[config.mk]
export PLATFORM = sky130hd
export DESIGN_NAME = axi_write_master_flat
export DESIGN_NICKNAME = d
export VERILOG_FILES = /design/src/rtl/axi_master_pkg.sv /design/src/rtl/axi_write_master_if.sv /design/src/rtl/axi_watchdog_counter.sv /design/src/rtl/axi_write_master.sv /design/src/flat_wrapper.sv
export SDC_FILE = /design/constraint.sdc
export NUM_CORES = 1
export LEC_CHECK = 0
export BUFFER_PORTS_ARGS = -buffer_cell sky130_fd_sc_hd__buf_4
export CORE_MARGIN = 3
export CORE_UTILIZATION = 36
export CTS_CLUSTER_SIZE = 12
export DETAILED_ROUTE_END_ITERATION = 7
export PLACE_DENSITY = 0.74
export SLEW_MARGIN = 20
export SYNTH_ARGS = -nofsm -noshare
export SYNTH_HDL_FRONTEND = slang
export SYNTH_SLANG_ARGS = --single-unit
[constraint.sdc]
create_clock -name M_AXI_ACLK -period 2.17 [get_ports M_AXI_ACLK]
set_input_delay 0.434 -clock M_AXI_ACLK [delete_from_list [all_inputs] [get_ports M_AXI_ACLK]]
set_output_delay 0.434 -clock M_AXI_ACLK [all_outputs]
set_load 0.05 [all_outputs]
[src/rtl/axi_master_pkg.sv]
// Shared definitions for the AXI master blocks: FSM encoding, AXI encodings
// and the write request payload.
package axi_master_pkg;

  typedef enum logic [1:0] {
    ST_IDLE      = 2'd0,
    ST_ADDR_DATA = 2'd1,
    ST_RESP      = 2'd2,
    ST_DONE      = 2'd3
  } state_e;

  localparam logic [1:0] BURST_INCR    = 2'b01;
  localparam logic [2:0] SIZE_4B       = 3'b010;
  localparam logic [3:0] CACHE_DEFAULT = 4'b0011;
  localparam logic [1:0] RESP_OKAY     = 2'b00;
  localparam logic [1:0] RESP_EXOKAY   = 2'b01;
  localparam logic [1:0] RESP_SLVERR   = 2'b10;
  localparam logic [1:0] RESP_DECERR   = 2'b11;

  typedef struct packed {
    logic [31:0] addr;
    logic [31:0] data;
    logic [3:0]  strb;
  } wr_req_t;

  // Zero-width user fields are carried as a single tied-off bit.
  function automatic int eff_width(int w);
    return (w > 0) ? w : 1;
  endfunction

  // Word-aligned target address; the sum wraps modulo 2^32.
  function automatic logic [31:0] target_addr(logic [31:0] base, logic [31:0] offset);
    return base + {offset[31:2], 2'b00};
  endfunction

endpackage

[src/rtl/axi_write_master_if.sv]
// AXI4 write-direction channels (AW, W, B) with master and slave views.
interface axi_write_master_if #(
    parameter int ID_WIDTH     = 1,
    parameter int ADDR_WIDTH   = 32,
    parameter int DATA_WIDTH   = 32,
    parameter int AWUSER_WIDTH = 0,
    parameter int WUSER_WIDTH  = 0,
    parameter int BUSER_WIDTH  = 0
);
    localparam int AWU_W = (AWUSER_WIDTH > 0) ? AWUSER_WIDTH : 1;
    localparam int WU_W  = (WUSER_WIDTH > 0) ? WUSER_WIDTH : 1;
    localparam int BU_W  = (BUSER_WIDTH > 0) ? BUSER_WIDTH : 1;

    logic [ID_WIDTH-1:0]     awid;
    logic [ADDR_WIDTH-1:0]   awaddr;
    logic [7:0]              awlen;
    logic [2:0]              awsize;
    logic [1:0]              awburst;
    logic                    awlock;
    logic [3:0]              awcache;
    logic [2:0]              awprot;
    logic [3:0]              awqos;
    logic [AWU_W-1:0]        awuser;
    logic                    awvalid;
    logic                    awready;

    logic [DATA_WIDTH-1:0]   wdata;
    logic [DATA_WIDTH/8-1:0] wstrb;
    logic                    wlast;
    logic [WU_W-1:0]         wuser;
    logic                    wvalid;
    logic                    wready;

    logic [ID_WIDTH-1:0]     bid;
    logic [1:0]              bresp;
    logic [BU_W-1:0]         buser;
    logic                    bvalid;
    logic                    bready;

    modport master (
        output awid, awaddr, awlen, awsize, awburst, awlock, awcache, awprot, awqos,
               awuser, awvalid, wdata, wstrb, wlast, wuser, wvalid, bready,
        input  awready, wready, bid, bresp, buser, bvalid
    );

    modport slave (
        input  awid, awaddr, awlen, awsize, awburst, awlock, awcache, awprot, awqos,
               awuser, awvalid, wdata, wstrb, wlast, wuser, wvalid, bready,
        output awready, wready, bid, bresp, buser, bvalid
    );
endinterface

[src/rtl/axi_watchdog_counter.sv]
// Sticky watchdog: counts cycles while run is high, raises expired on reaching LIMIT.
// The count restarts at 1 on clear so the request cycle itself counts toward the limit.
module axi_watchdog_counter #(
    parameter int unsigned LIMIT = 1024
) (
    input  logic clk,
    input  logic rst,
    input  logic clear,
    input  logic run,
    output logic expired
);
    localparam int CNT_W = $clog2(LIMIT + 1);

    logic [CNT_W-1:0] cnt_q, cnt_d;
    logic             expired_q, expired_d;

    always_comb begin
        cnt_d     = cnt_q;
        expired_d = expired_q;
        if (clear) begin
            cnt_d = CNT_W'(1);
        end else if (run && cnt_q != CNT_W'(LIMIT)) begin
            cnt_d = cnt_q + 1'b1;
        end
        if (run && cnt_d == CNT_W'(LIMIT)) begin
            expired_d = 1'b1;
        end
    end

    always_ff @(posedge clk or posedge rst) begin
        if (rst) begin
            cnt_q     <= CNT_W'(1);
            expired_q <= 1'b0;
        end else begin
            cnt_q     <= cnt_d;
            expired_q <= expired_d;
        end
    end

    assign expired = expired_q;
endmodule

[src/rtl/axi_write_master.sv]
// Single-beat AXI4 write initiator: one INCR beat on AW/W, B response returned as status.
// Optional watchdog enabled by defining AXI_WRITE_TIMEOUT_EN.
module axi_write_master
    import axi_master_pkg::*;
#(
    parameter logic [31:0] C_M_TARGET_SLAVE_BASE_ADDR = 32'h4000_0000,
    parameter int          C_M_AXI_ID_WIDTH           = 1,
    parameter int          C_M_AXI_ADDR_WIDTH         = 32,
    parameter int          C_M_AXI_DATA_WIDTH         = 32,
    parameter int          C_M_AXI_AWUSER_WIDTH       = 0,
    parameter int          C_M_AXI_WUSER_WIDTH        = 0,
    parameter int          C_M_AXI_BUSER_WIDTH        = 0,
    parameter int unsigned C_TIMEOUT_CYCLES           = 1024
) (
    input  logic                      M_AXI_ACLK,
    input  logic                      M_AXI_ARESET,
    input  logic                      write_request,
    input  logic [31:0]               write_address,
    input  logic [31:0]               write_data,
    input  logic [3:0]                write_strobe,
    output logic                      write_busy,
    output logic                      write_done,
    output logic [1:0]                write_resp,
    output logic                      write_dropped,
    output logic                      write_timeout,
    axi_write_master_if.master        m_axi
);
    localparam int AWU_W = eff_width(C_M_AXI_AWUSER_WIDTH);
    localparam int WU_W  = eff_width(C_M_AXI_WUSER_WIDTH);
    localparam int BU_W  = eff_width(C_M_AXI_BUSER_WIDTH);

    state_e     state_q, state_d;
    wr_req_t    req_q, req_d;
    logic       aw_done_q, aw_done_d;
    logic       w_done_q, w_done_d;
    logic [1:0] resp_q, resp_d;
    logic       dropped_q, dropped_d;

    // NOTE: every always_comb output gets its default first; a path that skips
    // an assignment would otherwise infer a latch.
    always_comb begin
        state_d   = state_q;
        req_d     = req_q;
        aw_done_d = aw_done_q;
        w_done_d  = w_done_q;
        resp_d    = resp_q;
        dropped_d = write_request && (state_q != ST_IDLE);

        unique case (state_q)
            ST_IDLE: begin
                aw_done_d = 1'b0;
                w_done_d  = 1'b0;
                if (write_request) begin
                    req_d.addr = target_addr(C_M_TARGET_SLAVE_BASE_ADDR, write_address);
                    req_d.data = write_data;
                    req_d.strb = write_strobe;
                    state_d    = ST_ADDR_DATA;
                end
            end
            ST_ADDR_DATA: begin
                if (m_axi.awvalid && m_axi.awready) aw_done_d = 1'b1;
                if (m_axi.wvalid && m_axi.wready)   w_done_d  = 1'b1;
                if (aw_done_d && w_done_d)          state_d   = ST_RESP;
            end
            ST_RESP: begin
                if (m_axi.bvalid) begin
                    resp_d  = m_axi.bresp;
                    state_d = ST_DONE;
                end
            end
            ST_DONE: state_d = ST_IDLE;
            default: state_d = ST_IDLE;
        endcase
    end

    // NOTE: sequential state uses non-blocking assignments only, so every flop
    // samples its pre-edge inputs regardless of block ordering.
    always_ff @(posedge M_AXI_ACLK or posedge M_AXI_ARESET) begin
        if (M_AXI_ARESET) begin
            state_q   <= ST_IDLE;
            req_q     <= '0;
            aw_done_q <= 1'b0;
            w_done_q  <= 1'b0;
            resp_q    <= RESP_OKAY;
            dropped_q <= 1'b0;
        end else begin
            state_q   <= state_d;
            req_q     <= req_d;
            aw_done_q <= aw_done_d;
            w_done_q  <= w_done_d;
            resp_q    <= resp_d;
            dropped_q <= dropped_d;
        end
    end

    // Handshake outputs decode registered state only, so reset clears them at once.
    assign m_axi.awvalid = (state_q == ST_ADDR_DATA) && !aw_done_q;
    assign m_axi.wvalid  = (state_q == ST_ADDR_DATA) && !w_done_q;
    assign m_axi.wlast   = m_axi.wvalid;
    assign m_axi.bready  = (state_q == ST_RESP);

    assign m_axi.awid    = C_M_AXI_ID_WIDTH'(0);
    assign m_axi.awaddr  = C_M_AXI_ADDR_WIDTH'(req_q.addr);
    assign m_axi.awlen   = 8'd0;
    assign m_axi.awsize  = SIZE_4B;
    assign m_axi.awburst = BURST_INCR;
    assign m_axi.awlock  = 1'b0;
    assign m_axi.awcache = CACHE_DEFAULT;
    assign m_axi.awprot  = 3'd0;
    assign m_axi.awqos   = 4'd0;
    assign m_axi.awuser  = AWU_W'(0);
    assign m_axi.wdata   = C_M_AXI_DATA_WIDTH'(req_q.data);
    assign m_axi.wstrb   = req_q.strb;
    assign m_axi.wuser   = WU_W'(0);

    assign write_busy    = (state_q == ST_ADDR_DATA) || (state_q == ST_RESP);
    assign write_done    = (state_q == ST_DONE);
    assign write_resp    = resp_q;
    assign write_dropped = dropped_q;

    logic [C_M_AXI_ID_WIDTH-1:0] unused_bid;
    logic [BU_W-1:0]             unused_buser;
    assign unused_bid   = m_axi.bid;
    assign unused_buser = m_axi.buser;

`ifdef AXI_WRITE_TIMEOUT_EN
    axi_watchdog_counter #(
        .LIMIT(C_TIMEOUT_CYCLES)
    ) u_watchdog (
        .clk    (M_AXI_ACLK),
        .rst    (M_AXI_ARESET),
        .clear  (state_q == ST_IDLE),
        .run    (write_busy),
        .expired(write_timeout)
    );
`else
    localparam int unsigned unused_timeout_cycles = C_TIMEOUT_CYCLES;
    assign write_timeout = 1'b0;
`endif
endmodule
[src/flat_wrapper.sv]
// flat-port wrapper written by rule: the top's interface ports become plain ports
module axi_write_master_flat import axi_master_pkg::*;
#(
    parameter logic [31:0] C_M_TARGET_SLAVE_BASE_ADDR = 32'h4000_0000,
    parameter int          C_M_AXI_ID_WIDTH           = 1,
    parameter int          C_M_AXI_ADDR_WIDTH         = 32,
    parameter int          C_M_AXI_DATA_WIDTH         = 32,
    parameter int          C_M_AXI_AWUSER_WIDTH       = 0,
    parameter int          C_M_AXI_WUSER_WIDTH        = 0,
    parameter int          C_M_AXI_BUSER_WIDTH        = 0,
    parameter int unsigned C_TIMEOUT_CYCLES           = 1024
)
  (M_AXI_ACLK, M_AXI_ARESET, write_request, write_address, write_data, write_strobe, write_busy, write_done, write_resp, write_dropped, write_timeout, m_axi_awid, m_axi_awaddr, m_axi_awlen, m_axi_awsize, m_axi_awburst, m_axi_awlock, m_axi_awcache, m_axi_awprot, m_axi_awqos, m_axi_awuser, m_axi_awvalid, m_axi_wdata, m_axi_wstrb, m_axi_wlast, m_axi_wuser, m_axi_wvalid, m_axi_bready, m_axi_awready, m_axi_wready, m_axi_bid, m_axi_bresp, m_axi_buser, m_axi_bvalid);
  axi_write_master_if m_axi_i ();
  input  logic M_AXI_ACLK;
  input  logic M_AXI_ARESET;
  input  logic write_request;
  input  logic [31:0] write_address;
  input  logic [31:0] write_data;
  input  logic [3:0] write_strobe;
  output logic write_busy;
  output logic write_done;
  output logic [1:0] write_resp;
  output logic write_dropped;
  output logic write_timeout;
  output wire logic [$bits(m_axi_i.awid)-1:0] m_axi_awid;
  output wire logic [$bits(m_axi_i.awaddr)-1:0] m_axi_awaddr;
  output wire logic [$bits(m_axi_i.awlen)-1:0] m_axi_awlen;
  output wire logic [$bits(m_axi_i.awsize)-1:0] m_axi_awsize;
  output wire logic [$bits(m_axi_i.awburst)-1:0] m_axi_awburst;
  output wire logic [$bits(m_axi_i.awlock)-1:0] m_axi_awlock;
  output wire logic [$bits(m_axi_i.awcache)-1:0] m_axi_awcache;
  output wire logic [$bits(m_axi_i.awprot)-1:0] m_axi_awprot;
  output wire logic [$bits(m_axi_i.awqos)-1:0] m_axi_awqos;
  output wire logic [$bits(m_axi_i.awuser)-1:0] m_axi_awuser;
  output wire logic [$bits(m_axi_i.awvalid)-1:0] m_axi_awvalid;
  output wire logic [$bits(m_axi_i.wdata)-1:0] m_axi_wdata;
  output wire logic [$bits(m_axi_i.wstrb)-1:0] m_axi_wstrb;
  output wire logic [$bits(m_axi_i.wlast)-1:0] m_axi_wlast;
  output wire logic [$bits(m_axi_i.wuser)-1:0] m_axi_wuser;
  output wire logic [$bits(m_axi_i.wvalid)-1:0] m_axi_wvalid;
  output wire logic [$bits(m_axi_i.bready)-1:0] m_axi_bready;
  input wire logic [$bits(m_axi_i.awready)-1:0] m_axi_awready;
  input wire logic [$bits(m_axi_i.wready)-1:0] m_axi_wready;
  input wire logic [$bits(m_axi_i.bid)-1:0] m_axi_bid;
  input wire logic [$bits(m_axi_i.bresp)-1:0] m_axi_bresp;
  input wire logic [$bits(m_axi_i.buser)-1:0] m_axi_buser;
  input wire logic [$bits(m_axi_i.bvalid)-1:0] m_axi_bvalid;
  assign m_axi_awid = m_axi_i.awid;
  assign m_axi_awaddr = m_axi_i.awaddr;
  assign m_axi_awlen = m_axi_i.awlen;
  assign m_axi_awsize = m_axi_i.awsize;
  assign m_axi_awburst = m_axi_i.awburst;
  assign m_axi_awlock = m_axi_i.awlock;
  assign m_axi_awcache = m_axi_i.awcache;
  assign m_axi_awprot = m_axi_i.awprot;
  assign m_axi_awqos = m_axi_i.awqos;
  assign m_axi_awuser = m_axi_i.awuser;
  assign m_axi_awvalid = m_axi_i.awvalid;
  assign m_axi_wdata = m_axi_i.wdata;
  assign m_axi_wstrb = m_axi_i.wstrb;
  assign m_axi_wlast = m_axi_i.wlast;
  assign m_axi_wuser = m_axi_i.wuser;
  assign m_axi_wvalid = m_axi_i.wvalid;
  assign m_axi_bready = m_axi_i.bready;
  assign m_axi_i.awready = m_axi_awready;
  assign m_axi_i.wready = m_axi_wready;
  assign m_axi_i.bid = m_axi_bid;
  assign m_axi_i.bresp = m_axi_bresp;
  assign m_axi_i.buser = m_axi_buser;
  assign m_axi_i.bvalid = m_axi_bvalid;
  axi_write_master #(.C_M_TARGET_SLAVE_BASE_ADDR(C_M_TARGET_SLAVE_BASE_ADDR), .C_M_AXI_ID_WIDTH(C_M_AXI_ID_WIDTH), .C_M_AXI_ADDR_WIDTH(C_M_AXI_ADDR_WIDTH), .C_M_AXI_DATA_WIDTH(C_M_AXI_DATA_WIDTH), .C_M_AXI_AWUSER_WIDTH(C_M_AXI_AWUSER_WIDTH), .C_M_AXI_WUSER_WIDTH(C_M_AXI_WUSER_WIDTH), .C_M_AXI_BUSER_WIDTH(C_M_AXI_BUSER_WIDTH), .C_TIMEOUT_CYCLES(C_TIMEOUT_CYCLES)) u_core (.M_AXI_ACLK(M_AXI_ACLK), .M_AXI_ARESET(M_AXI_ARESET), .write_request(write_request), .write_address(write_address), .write_data(write_data), .write_strobe(write_strobe), .write_busy(write_busy), .write_done(write_done), .write_resp(write_resp), .write_dropped(write_dropped), .write_timeout(write_timeout), .m_axi(m_axi_i));
endmodule
==> key figures <==
STA
  • Clk_skew: 0.0104 ns
  • Fin crit period: 1.90 ns
  • Final Hold Violating Endpoints: 0
  • Fmax achieved: 527 MHz
  • TNS Setup: 0 ns
  • Final setup vio count: 0
  • Final worst slack: 0.271 ns
  • Worst-Margin Slew: 0.525 ns
  • Final hold slack: 0.205 ns
  • RSZ-0062 raised after global routing: false
  • Max-slew violations: 0
  • Part of the cycle the worst path needs: 87.5%
  • Slew margin rel.: 65.0%

CTS
  • CTS clk-pin slew, worst paths: 0.08 ns
  • Max clock buf depth: 2
  • Clock sinks: 73
  • Post-CTS Resized: 0
  • Clock latency on the worst-skew pair: 0.33 ns
  • Post-CTS Setup Inserts: 0
  • CTS tree: yes
  • Root Buffer: clkbuf_8
  • CTS Buf Count: 9
  • # H-tree levels: 3
  • Hold Buf Count CTS: 0

Placement
  • Routability congestion estimate: 0.749
  • DPL Wire Length: 5060 um
  • Buffers on Ports: 148
  • Placed inst area: 0.00424 mm^2
  • Dpl ws: 0.426 ns

Run
  • Max-cap violations: 0

Setup path
  • Worst setup startpoint: u_core.state_q[1]
  • CP Capture Type: output pin
  • Worst r2r src: u_core.state_q[0]
  • CP startpoint kind: flip-flop
  • R2R depth: 4
  • Arrival @ worst endpoint: 1.47 ns
  • CP Class: reg -> out
  • Worst EP required: 1.74 ns
  • Critical path peak fanout: 5

Die
  • Starting density of the core: 37.5%
  • Core Region: 0.00830 mm^2
  • Die height: 99.0 um
  • Row cnt: 33
  • Die width: 99.0 um
  • I/O pin cnt: 184
  • Die area: 0.00979 mm^2

Global route
  • Initial antenna violation count: 0
  • Vias in the first global route: 2,162
  • First-pass GRT wire length: 10,300 um
  • Pin count of the biggest net entering global routing: 44
  • GRT Total Usage: 13.3%
  • Total gr overflow: 0

Yosys
  • Post-Syn Instances: 211
  • Yosys reg bits: 73
  • Avg Cell Area, Syn: 14.7 um^2
  • Sequential fraction of the synthesis area: 58.7%
  • Yosys warns: 0
  • Post-synthesis cell area: 0.00311 mm^2
  • Netlist cell types: 19

Route
  • DR WL/cell: 13.7 um
  • Final ANT Viol Nets: 0
  • Residual DRC: 0
  • Drt total wl: 6510 um
  • DRT iter0 DRCs: 27
  • Vias per cell: 4.35
  • Drt pass-1 iters: 5
  • DR vias: 2,063

Hold path
  • Hold Path Class: in -> async

Cells and area
  • Nets@finish: 447
  • Layout cells sized above 1: 62.3%
  • Final Instance Area: 0.00445 mm^2
  • P&R area growth vs syn: 43.0%
  • Diode count: 0

Run status
  • Status: complete, no violations
## worst max-delay path: stages, from the launching register on
cell	delay [ns]
dfrtp_1	0.41
inv_1	0.11
ha_1	0.22
nor2b_2	0.18
buf_4	0.21
## synthesized netlist by cell type
cell type | count | share of area [%]
mux2i_1 | 1 | 0.32
mux2_4 | 10 | 4.8
conb_1 | 2 | 0.24
mux2_1 | 7 | 2.5
o22ai_1 | 1 | 0.20
o21ai_0 | 6 | 0.97
buf_6 | 3 | 1.1
nor2_1 | 2 | 0.24
xnor2_1 | 1 | 0.28
inv_1 | 7 | 0.84
buf_2 | 4 | 0.64
nand2_1 | 4 | 0.48
ha_1 | 5 | 2.0
a222oi_1 | 1 | 0.32
and2b_1 | 1 | 0.24
nor2b_1 | 1 | 0.20
buf_4 | 32 | 7.7
mux2_2 | 50 | 18
dfrtp_1 | 73 | 59
## sequential cells by signal (all words and copies together) (netlist names)
signal	flops
u_core.m_axi.wdata	32
u_core.w_done_q	1
u_core.write_resp	2
u_core.write_dropped	1
u_core.m_axi.awaddr	30
u_core.state_q	2
u_core.aw_done_q	1
u_core.m_axi.wstrb	4
## final timing paths
kind,endpoint,slack [ns]
setup / recovery,m_axi_wvalid,0.27
hold / removal,u_core.m_axi.wdata[30],0.21
setup reg to reg,u_core.state_q[1],0.44
hold reg to reg,u_core.m_axi.awaddr[7],0.50
max in group asynchronous,u_core.m_axi.awaddr[23],1.54
min in group M_AXI_ACLK,u_core.m_axi.awaddr[10],0.33
## cell type report
cell class / count / area, um^2
Tap cell: 105 / 131
Sequential cell: 73 / 1830
Fill cell: 736 / 3850
Clock buffer: 10 / 128
Timing Repair Buffer: 152 / 1170
Clock inverter: 6 / 82.6
Multi-Input combinational cell: 121 / 1080
Inverter: 7 / 30.0
## kinds of logic (layout without fill, tap and decap cells)
logic type / after synthesis / count (layout) / synth area share, %
other: 2 / 31 / 0.241
xor gates and xnor gates: 1 / 1 / 0.282
buffers and inverters: 46 / 175 / 10.3
and+or+nand+nor: 8 / 8 / 1.17
DFF: 73 / 73 / 58.7
muxes: 68 / 68 / 25.8
AOI/OAI and AO/OA: 8 / 8 / 1.49
adders and majority gates: 5 / 5 / 2.01
## routing by layer
layer,vias to the layer above,GRT usage (%),routed length [um]
met2,105,22.1,3220
li1,953,-,-
met4,0,5.04,86
met3,10,6.30,778
met5,-,0,0
met1,995,14.9,2420
## placed cells by master, fill, tap and decap left out, types with 2 or more instances in the layout
cell type | synthesis | routed
buf_4 | 32 | 150
dfrtp_1 | 73 | 73
mux2_2 | 50 | 50
conb_1 | 2 | 31
mux2_4 | 10 | 10
clkbuf_8 | 0 | 9
mux2_1 | 7 | 7
o21ai_0 | 6 | 6
inv_1 | 7 | 6
ha_1 | 5 | 5
nand2_1 | 4 | 3
clkinv_2 | 0 | 3
nor2_1 | 2 | 2
clkinvlp_4 | 0 | 2
bufinv_16 | 0 | 2
buf_12 | 0 | 2
## through the flow
stage          utilization, %  instances
3_5_place_dp             51.0        458
3_3_place_gp             51.0        458
2_1_floorplan               -        240
5_1_grt                  53.6        474
4_1_cts                  53.6        474
6_report                 53.6        474
Power is left out: the tool's default activity adds up to more than one toggle a clock period on the data nets, which glitch-free logic cannot reach.
